File: src/rtl/tp_pkg.sv
// Shared types and constants for the test-pattern generator.
package tp_pkg;

  // Pattern select; codes 5..7 are reserved and render black.
  typedef enum logic [2:0] {
    SOLID   = 3'd0,
    BARS    = 3'd1,
    HRAMP   = 3'd2,
    CHECKER = 3'd3,
    MOVING  = 3'd4
  } tp_mode_t;

  // Colour-bar table, one {R,G,B} on/off triple per bar, left to right.
  localparam logic [2:0] BAR_RGB [8] = '{
    3'b111,  // white
    3'b110,  // yellow
    3'b011,  // cyan
    3'b010,  // green
    3'b101,  // magenta
    3'b100,  // red
    3'b001,  // blue
    3'b000   // black
  };

  // VGA 640x480@60 default raster.
  localparam int VGA_HACT = 640;
  localparam int VGA_HFP  = 16;
  localparam int VGA_HSP  = 96;
  localparam int VGA_HBP  = 48;
  localparam int VGA_VACT = 480;
  localparam int VGA_VFP  = 10;
  localparam int VGA_VSP  = 2;
  localparam int VGA_VBP  = 33;

endpackage

File: src/rtl/tp_pattern_gen_if.sv
// Video output bundle: syncs, data valid, start of frame and RGB data.
interface tp_pattern_gen_if #(
  parameter int DW = 8
);
  logic          vsync_o;
  logic          hsync_o;
  logic          dval_o;
  logic          sof_o;
  logic [DW-1:0] rdata_o;
  logic [DW-1:0] gdata_o;
  logic [DW-1:0] bdata_o;

  modport master (output vsync_o, hsync_o, dval_o, sof_o, rdata_o, gdata_o, bdata_o);
  modport slave  (input  vsync_o, hsync_o, dval_o, sof_o, rdata_o, gdata_o, bdata_o);
endinterface

File: src/rtl/tp_timing.sv
// Raster counters plus sync/active decode, x/y position and frame counter.
module tp_timing
  import tp_pkg::*;
#(
  parameter int HACT = VGA_HACT,
  parameter int HFP  = VGA_HFP,
  parameter int HSP  = VGA_HSP,
  parameter int HBP  = VGA_HBP,
  parameter int VACT = VGA_VACT,
  parameter int VFP  = VGA_VFP,
  parameter int VSP  = VGA_VSP,
  parameter int VBP  = VGA_VBP,
  parameter int DW   = 8,
  localparam int HTOTAL = HSP + HBP + HACT + HFP,
  localparam int VTOTAL = VSP + VBP + VACT + VFP,
  localparam int HW     = $clog2(HTOTAL),
  localparam int VW     = $clog2(VTOTAL)
) (
  input  logic          px_clk,
  input  logic          sys_rst,
  input  logic          en,
  output logic          hs_act_o,
  output logic          vs_act_o,
  output logic          act_o,
  output logic          frame_start_o,
  output logic [HW-1:0] x_o,
  output logic [VW-1:0] y_o,
  output logic [DW-1:0] frame_cnt_o
);

  localparam int HAS = HSP + HBP;
  localparam int VAS = VSP + VBP;

  logic [HW-1:0] hcnt_q, hcnt_d;
  logic [VW-1:0] vcnt_q, vcnt_d;
  logic [DW-1:0] frame_cnt_q, frame_cnt_d;

  // Advance the raster one pixel; disabled generator parks at the origin.
  always_comb begin
    // NOTE: every comb output gets a default first so no path infers a latch.
    hcnt_d      = hcnt_q;
    vcnt_d      = vcnt_q;
    frame_cnt_d = frame_cnt_q;
    if (!en) begin
      hcnt_d      = '0;
      vcnt_d      = '0;
      frame_cnt_d = '0;
    end else if (hcnt_q == HW'(HTOTAL - 1)) begin
      hcnt_d = '0;
      if (vcnt_q == VW'(VTOTAL - 1)) begin
        vcnt_d      = '0;
        frame_cnt_d = frame_cnt_q + 1'b1;
      end else begin
        vcnt_d = vcnt_q + 1'b1;
      end
    end else begin
      hcnt_d = hcnt_q + 1'b1;
    end
  end

  // Counter state register.
  always_ff @(posedge px_clk) begin
    // NOTE: state flops use non-blocking assignments so all update together at the edge.
    if (sys_rst) begin
      hcnt_q      <= '0;
      vcnt_q      <= '0;
      frame_cnt_q <= '0;
    end else begin
      hcnt_q      <= hcnt_d;
      vcnt_q      <= vcnt_d;
      frame_cnt_q <= frame_cnt_d;
    end
  end

  assign hs_act_o      = hcnt_q < HW'(HSP);
  assign vs_act_o      = vcnt_q < VW'(VSP);
  assign act_o         = (hcnt_q >= HW'(HAS)) && (hcnt_q < HW'(HAS + HACT)) &&
                         (vcnt_q >= VW'(VAS)) && (vcnt_q < VW'(VAS + VACT));
  assign frame_start_o = (hcnt_q == '0) && (vcnt_q == '0);
  assign x_o           = hcnt_q - HW'(HAS);
  assign y_o           = vcnt_q - VW'(VAS);
  assign frame_cnt_o   = frame_cnt_q;

endmodule

File: src/rtl/tp_pattern_gen.sv
// Video timing and test-pattern generator: pattern select, pixel colour and output register.
module tp_pattern_gen
  import tp_pkg::*;
#(
  parameter int HACT     = VGA_HACT,
  parameter int HFP      = VGA_HFP,
  parameter int HSP      = VGA_HSP,
  parameter int HBP      = VGA_HBP,
  parameter int VACT     = VGA_VACT,
  parameter int VFP      = VGA_VFP,
  parameter int VSP      = VGA_VSP,
  parameter int VBP      = VGA_VBP,
  parameter int DW       = 8,
  parameter bit HS_POL   = 1'b0,
  parameter bit VS_POL   = 1'b0,
  parameter int CHK_LOG2 = 5
) (
  input  logic              px_clk,
  input  logic              sys_rst,
  input  logic              en,
  input  logic [2:0]        mode_i,
  input  logic [3*DW-1:0]   solid_i,
  tp_pattern_gen_if.master  vid
);

  localparam int HW = $clog2(HSP + HBP + HACT + HFP);
  localparam int VW = $clog2(VSP + VBP + VACT + VFP);
  localparam int BW = HACT / 8;
  localparam int PW = $clog2(BW + 1);

  logic          hs_act, vs_act, act, frame_start;
  logic [HW-1:0] x;
  logic [VW-1:0] y;
  logic [DW-1:0] frame_cnt;

  tp_timing #(
    .HACT(HACT), .HFP(HFP), .HSP(HSP), .HBP(HBP),
    .VACT(VACT), .VFP(VFP), .VSP(VSP), .VBP(VBP), .DW(DW)
  ) u_timing (
    .px_clk        (px_clk),
    .sys_rst       (sys_rst),
    .en            (en),
    .hs_act_o      (hs_act),
    .vs_act_o      (vs_act),
    .act_o         (act),
    .frame_start_o (frame_start),
    .x_o           (x),
    .y_o           (y),
    .frame_cnt_o   (frame_cnt)
  );

  logic [2:0]      mode_q, mode_d;
  logic [3*DW-1:0] solid_q, solid_d;
  logic [2:0]      bar_idx_q, bar_idx_d, cur_idx;
  logic [PW-1:0]   bar_pix_q, bar_pix_d, cur_pix;
  logic [2:0]      bar_rgb;
  logic            chk;
  logic [DW-1:0]   ramp, moving, pix_r, pix_g, pix_b;
  logic            hsync_q, hsync_d, vsync_q, vsync_d;
  logic            dval_q, dval_d, sof_q, sof_d;
  logic [DW-1:0]   rdata_q, rdata_d, gdata_q, gdata_d, bdata_q, bdata_d;

  // Latch mode and solid colour at the frame origin so a frame never mixes patterns.
  always_comb begin
    mode_d  = mode_q;
    solid_d = solid_q;
    if (!en) begin
      mode_d  = SOLID;
      solid_d = '0;
    end else if (frame_start) begin
      mode_d  = mode_i;
      solid_d = solid_i;
    end
  end

  // Bar position: restart at x=0, step every BW pixels, last bar absorbs the remainder.
  always_comb begin
    cur_idx   = (x == '0) ? 3'd0 : bar_idx_q;
    cur_pix   = (x == '0) ? '0 : bar_pix_q;
    bar_idx_d = bar_idx_q;
    bar_pix_d = bar_pix_q;
    if (!en) begin
      bar_idx_d = '0;
      bar_pix_d = '0;
    end else if (act && (cur_idx != 3'd7)) begin
      if (cur_pix == PW'(BW - 1)) begin
        bar_idx_d = cur_idx + 3'd1;
        bar_pix_d = '0;
      end else begin
        bar_idx_d = cur_idx;
        bar_pix_d = cur_pix + 1'b1;
      end
    end
  end

  assign bar_rgb = BAR_RGB[cur_idx];
  assign chk     = 1'((x >> CHK_LOG2) ^ (y >> CHK_LOG2));
  assign ramp    = DW'(x);
  assign moving  = DW'(x) + frame_cnt;

  // Pixel colour for the latched pattern at the current raster position.
  always_comb begin
    pix_r = '0;
    pix_g = '0;
    pix_b = '0;
    case (mode_q)
      SOLID:   {pix_r, pix_g, pix_b} = solid_q;
      BARS: begin
        pix_r = {DW{bar_rgb[2]}};
        pix_g = {DW{bar_rgb[1]}};
        pix_b = {DW{bar_rgb[0]}};
      end
      HRAMP:   {pix_r, pix_g, pix_b} = {3{ramp}};
      CHECKER: {pix_r, pix_g, pix_b} = {3{{DW{chk}}}};
      MOVING:  {pix_r, pix_g, pix_b} = {3{moving}};
      default: ;
    endcase
  end

  // Next output values; idle levels whenever the generator is disabled.
  always_comb begin
    hsync_d = ~HS_POL;
    vsync_d = ~VS_POL;
    dval_d  = 1'b0;
    sof_d   = 1'b0;
    rdata_d = '0;
    gdata_d = '0;
    bdata_d = '0;
    if (en) begin
      hsync_d = hs_act ? HS_POL : ~HS_POL;
      vsync_d = vs_act ? VS_POL : ~VS_POL;
      dval_d  = act;
      sof_d   = act && (x == '0) && (y == '0);
      if (act) begin
        rdata_d = pix_r;
        gdata_d = pix_g;
        bdata_d = pix_b;
      end
    end
  end

  // Pattern state and output register stage.
  always_ff @(posedge px_clk) begin
    // NOTE: reset only control/output state; pure datapath could skip it, but here every flop is cheap and visible.
    if (sys_rst) begin
      mode_q    <= SOLID;
      solid_q   <= '0;
      bar_idx_q <= '0;
      bar_pix_q <= '0;
      hsync_q   <= ~HS_POL;
      vsync_q   <= ~VS_POL;
      dval_q    <= 1'b0;
      sof_q     <= 1'b0;
      rdata_q   <= '0;
      gdata_q   <= '0;
      bdata_q   <= '0;
    end else begin
      mode_q    <= mode_d;
      solid_q   <= solid_d;
      bar_idx_q <= bar_idx_d;
      bar_pix_q <= bar_pix_d;
      hsync_q   <= hsync_d;
      vsync_q   <= vsync_d;
      dval_q    <= dval_d;
      sof_q     <= sof_d;
      rdata_q   <= rdata_d;
      gdata_q   <= gdata_d;
      bdata_q   <= bdata_d;
    end
  end

  assign vid.hsync_o = hsync_q;
  assign vid.vsync_o = vsync_q;
  assign vid.dval_o  = dval_q;
  assign vid.sof_o   = sof_q;
  assign vid.rdata_o = rdata_q;
  assign vid.gdata_o = gdata_q;
  assign vid.bdata_o = bdata_q;

endmodule

File: src/flat_wrapper.sv
// flat-port wrapper written by rule: the top's interface ports become plain ports
module tp_pattern_gen_flat import tp_pkg::*;
#(
  parameter int HACT     = VGA_HACT,
  parameter int HFP      = VGA_HFP,
  parameter int HSP      = VGA_HSP,
  parameter int HBP      = VGA_HBP,
  parameter int VACT     = VGA_VACT,
  parameter int VFP      = VGA_VFP,
  parameter int VSP      = VGA_VSP,
  parameter int VBP      = VGA_VBP,
  parameter int DW       = 8,
  parameter bit HS_POL   = 1'b0,
  parameter bit VS_POL   = 1'b0,
  parameter int CHK_LOG2 = 5
)
  (px_clk, sys_rst, en, mode_i, solid_i, vid_vsync_o, vid_hsync_o, vid_dval_o, vid_sof_o, vid_rdata_o, vid_gdata_o, vid_bdata_o);
  tp_pattern_gen_if #(.DW(DW)) vid_i ();
  input  logic px_clk;
  input  logic sys_rst;
  input  logic en;
  input  logic [2:0] mode_i;
  input  logic [3*DW-1:0] solid_i;
  output wire logic [$bits(vid_i.vsync_o)-1:0] vid_vsync_o;
  output wire logic [$bits(vid_i.hsync_o)-1:0] vid_hsync_o;
  output wire logic [$bits(vid_i.dval_o)-1:0] vid_dval_o;
  output wire logic [$bits(vid_i.sof_o)-1:0] vid_sof_o;
  output wire logic [$bits(vid_i.rdata_o)-1:0] vid_rdata_o;
  output wire logic [$bits(vid_i.gdata_o)-1:0] vid_gdata_o;
  output wire logic [$bits(vid_i.bdata_o)-1:0] vid_bdata_o;
  assign vid_vsync_o = vid_i.vsync_o;
  assign vid_hsync_o = vid_i.hsync_o;
  assign vid_dval_o = vid_i.dval_o;
  assign vid_sof_o = vid_i.sof_o;
  assign vid_rdata_o = vid_i.rdata_o;
  assign vid_gdata_o = vid_i.gdata_o;
  assign vid_bdata_o = vid_i.bdata_o;
  tp_pattern_gen #(.HACT(HACT), .HFP(HFP), .HSP(HSP), .HBP(HBP), .VACT(VACT), .VFP(VFP), .VSP(VSP), .VBP(VBP), .DW(DW), .HS_POL(HS_POL), .VS_POL(VS_POL), .CHK_LOG2(CHK_LOG2)) u_core (.px_clk(px_clk), .sys_rst(sys_rst), .en(en), .mode_i(mode_i), .solid_i(solid_i), .vid(vid_i));
endmodule
File: config.mk
export PLATFORM = sky130hd
export DESIGN_NAME = tp_pattern_gen_flat
export DESIGN_NICKNAME = d
export VERILOG_FILES = /design/src/rtl/tp_pkg.sv /design/src/rtl/tp_pattern_gen_if.sv /design/src/rtl/tp_timing.sv /design/src/rtl/tp_pattern_gen.sv /design/src/flat_wrapper.sv
export SDC_FILE = /design/constraint.sdc
export NUM_CORES = 1
export LEC_CHECK = 0
export CORE_MARGIN = 4
export CORE_UTILIZATION = 55
export DETAILED_ROUTE_END_ITERATION = 12
export PLACE_DENSITY_LB_ADDON = 0.05
export SYNTH_ARGS = -nofsm -noshare
export SYNTH_HDL_FRONTEND = slang
export SYNTH_SLANG_ARGS = --single-unit
export TNS_END_PERCENT = 20
File: constraint.sdc
create_clock -name px_clk -period 4.2 [get_ports px_clk]
set_clock_uncertainty 0.1 [all_clocks]
set_input_delay 0.84 -clock px_clk [delete_from_list [all_inputs] [get_ports px_clk]]
set_output_delay 0.84 -clock px_clk [all_outputs]
set_load 0.02 [all_outputs]
==> run metrics <==
Avg WL per Cell 15.3 um; share of post-route cells with drive strength above 1 4.99%; Worst path max stage delay 0.66 ns; number of global-route vias before repair 3582; Crit path top cell by count ha_1; CP endpoint kind flop; Cell Pwr Density 303 nW/um2; status complete, no violations; Lkg Pwr 0.00194 uW; largest net degree at the start of global routing 46; flops & latches, synth 93; family with the most delay on the worst path simple AND/OR/NAND/NOR gates; Nets 626; total track usage 21.5%; H-Tree Depth 3; Root Buffer clkbuf_8; Syn-to-layout area delta 17.7%; via count 3838; Inserted Clock Buffers 9; die area 9660 um2; PortBufs 57; initial antenna violation count 0; critical path required time 4.40 ns; number of synthesized flops with an enable pin 0; worst slew pin tran 1.10 ns; syn_nets 585; clock latency on the worst-skew pair 0.37 ns; post_cts resized 0; ys flop type dfxtp_1; IO Pins 58; n_diodes 0; WP data arrival 4.04 ns; setup violators final 0; RSZ-0062 raised after global routing false; core area 7810 um2; Final Cell Area 5280 um2; peak supply drop 205 uV; Die Y 98.3 um; relative slew slack 26.5%; Starting Density 57.4%; Design Power 1600 uW; most common cell after layout, fill and taps aside nand2_1; Max Cap Viol 0; CTS tree yes; Hold Slack 0.356 ns; CTS hold repair buffers 0; Starting DRT DRC Count 184; setup repair bufs after CTS 0; fmax 0.261 GHz; count of distinct cell types in the synthesized netlist 57; maximum clock path buffer count 2; internal reg-to-reg setup slack 0.36 ns; Worst path slowest cell or4_1; crit-path max FO 13; fin util 67.6%; Vias/cell 5.62; Final Hold Viols 0; sequential-to-total area share from yosys stat 41.5%; synthesized area per cell 8.38 um2; DRC viols 0; Post-Syn Instances 535; Sink Count 93; routed wire length 10400 um; Setup CP Type reg -> reg; Final period util 91.4%; Setup Total Neg Slack 0 ns; DR pass1 iterations 4; GR Overflow Total 0; Die Wd 98.3 um; crit-path cells inv_1, ha_1, or3_1, o22ai_1, nand2b_1, and2_1, ha_1, ha_1, or4_1, or4_1, a31oi_1; Worst Hold Class reg -> reg; Slew Limit Fails 0; row count 32; post-route minimum period 3.84 ns; most frequent cells in the layout nand2_1 (99), dfxtp_1 (93), clkdlybuf4s50_1 (57); Reg clk slew, reported paths 0.10 ns; Post-Syn Area 4480 um2; Warnings, synthesis 0; dpl hpwl 7460 um; final RePlAce weighted congestion 0.837; Post-DRT Antenna Nets 0; startpoint types flop; dpl cell area 5080 um2; crit path buf inv count 1; ys async rst share 0%; first-pass GRT wire length 17200 um
==> worst min-delay path: cells and delay by family (launching register included) <==
family             cells  cell delay [ns]
AOI/OAI and AO/OA      1             0.05
DFF                    1             0.32
and+or+nand+nor        1             0.05
==> per-stage QoR <==
step / setup slack (ns) / instances
after global routing: 0.0954 / 683
after detailed placement: 0.397 / 667
final: 0.361 / 683
after CTS: 0.370 / 683
after floorplan: 0.680 / 535
after global placement: 0.509 / 667
==> final timing paths <==
kind,from,to,cells after the start
worst max-delay path,u_core.u_timing.hcnt_q[4],u_core.bar_pix_q[5],11
worst min-delay path,u_core.solid_q[5],u_core.solid_q[5],2
worst max register to register,u_core.u_timing.hcnt_q[4],u_core.bar_pix_q[5],11
worst min register to register,u_core.solid_q[5],u_core.solid_q[5],2
==> cell families after synthesis <==
kind of cell	share of synthesized area [%]
adders and majority gates	5.75
xor gates and xnor gates	6.84
muxes	1.14
buffers and inverters	4.30
and+or+nand+nor	25.8
AOI/OAI and AO/OA	14.7
DFF	41.5
==> flip-flops by register name, summed over array words and instances, names as in the netlist, 3 cells and up <==
name                         cells
u_core.bar_pix_q                 7
u_core.mode_q                    3
u_core.bar_idx_q                 3
u_core.u_timing.hcnt_q          10
u_core.vid.gdata_o               8
u_core.solid_q                  24
u_core.u_timing.vcnt_q          10
u_core.vid.rdata_o               8
u_core.vid.bdata_o               8
u_core.u_timing.frame_cnt_o      8
==> per-layer routing <==
layer	routed length, um	vias to the layer above	GRT usage, %
met4	162	0	7.46
met1	5030	1793	29.5
li1	-	1947	-
met5	0	-	0
met3	513	15	4.07
met2	4740	83	33.9
==> final cells by class <==
class / instances / area, um2
clock inverters: 7 / 68.8
fillers: 654 / 2530
inverters: 14 / 52.6
clock buffers: 9 / 124
well taps: 102 / 128
flip-flops and latches: 93 / 1860
repair buffers: 62 / 608
multi-input cells: 396 / 2430
==> report_power, final <==
part | internal [uW] | switching, uW
clock | 229 | 351
sequential | 895 | 8.73
combinational | 47.5 | 67.0
total | 1170 | 426
==> synth_stat cells (8+ instances only) <==
library cell	n	area, um2
nand2_1	99	372
dfxtp_1	93	1860
a21oi_1	40	200
nor2_1	40	150
a31oi_1	27	169
clkbuf_1	22	82.6
xor2_1	20	175
ha_1	19	238
xnor2_1	15	131
inv_1	14	52.6
nand3_1	13	65.1
nand4_1	9	56.3
and3_1	8	50.1
nand2b_1	8	50.1
nor3b_1	8	60.1
Note: power is estimated with default switching activity, not from simulation.
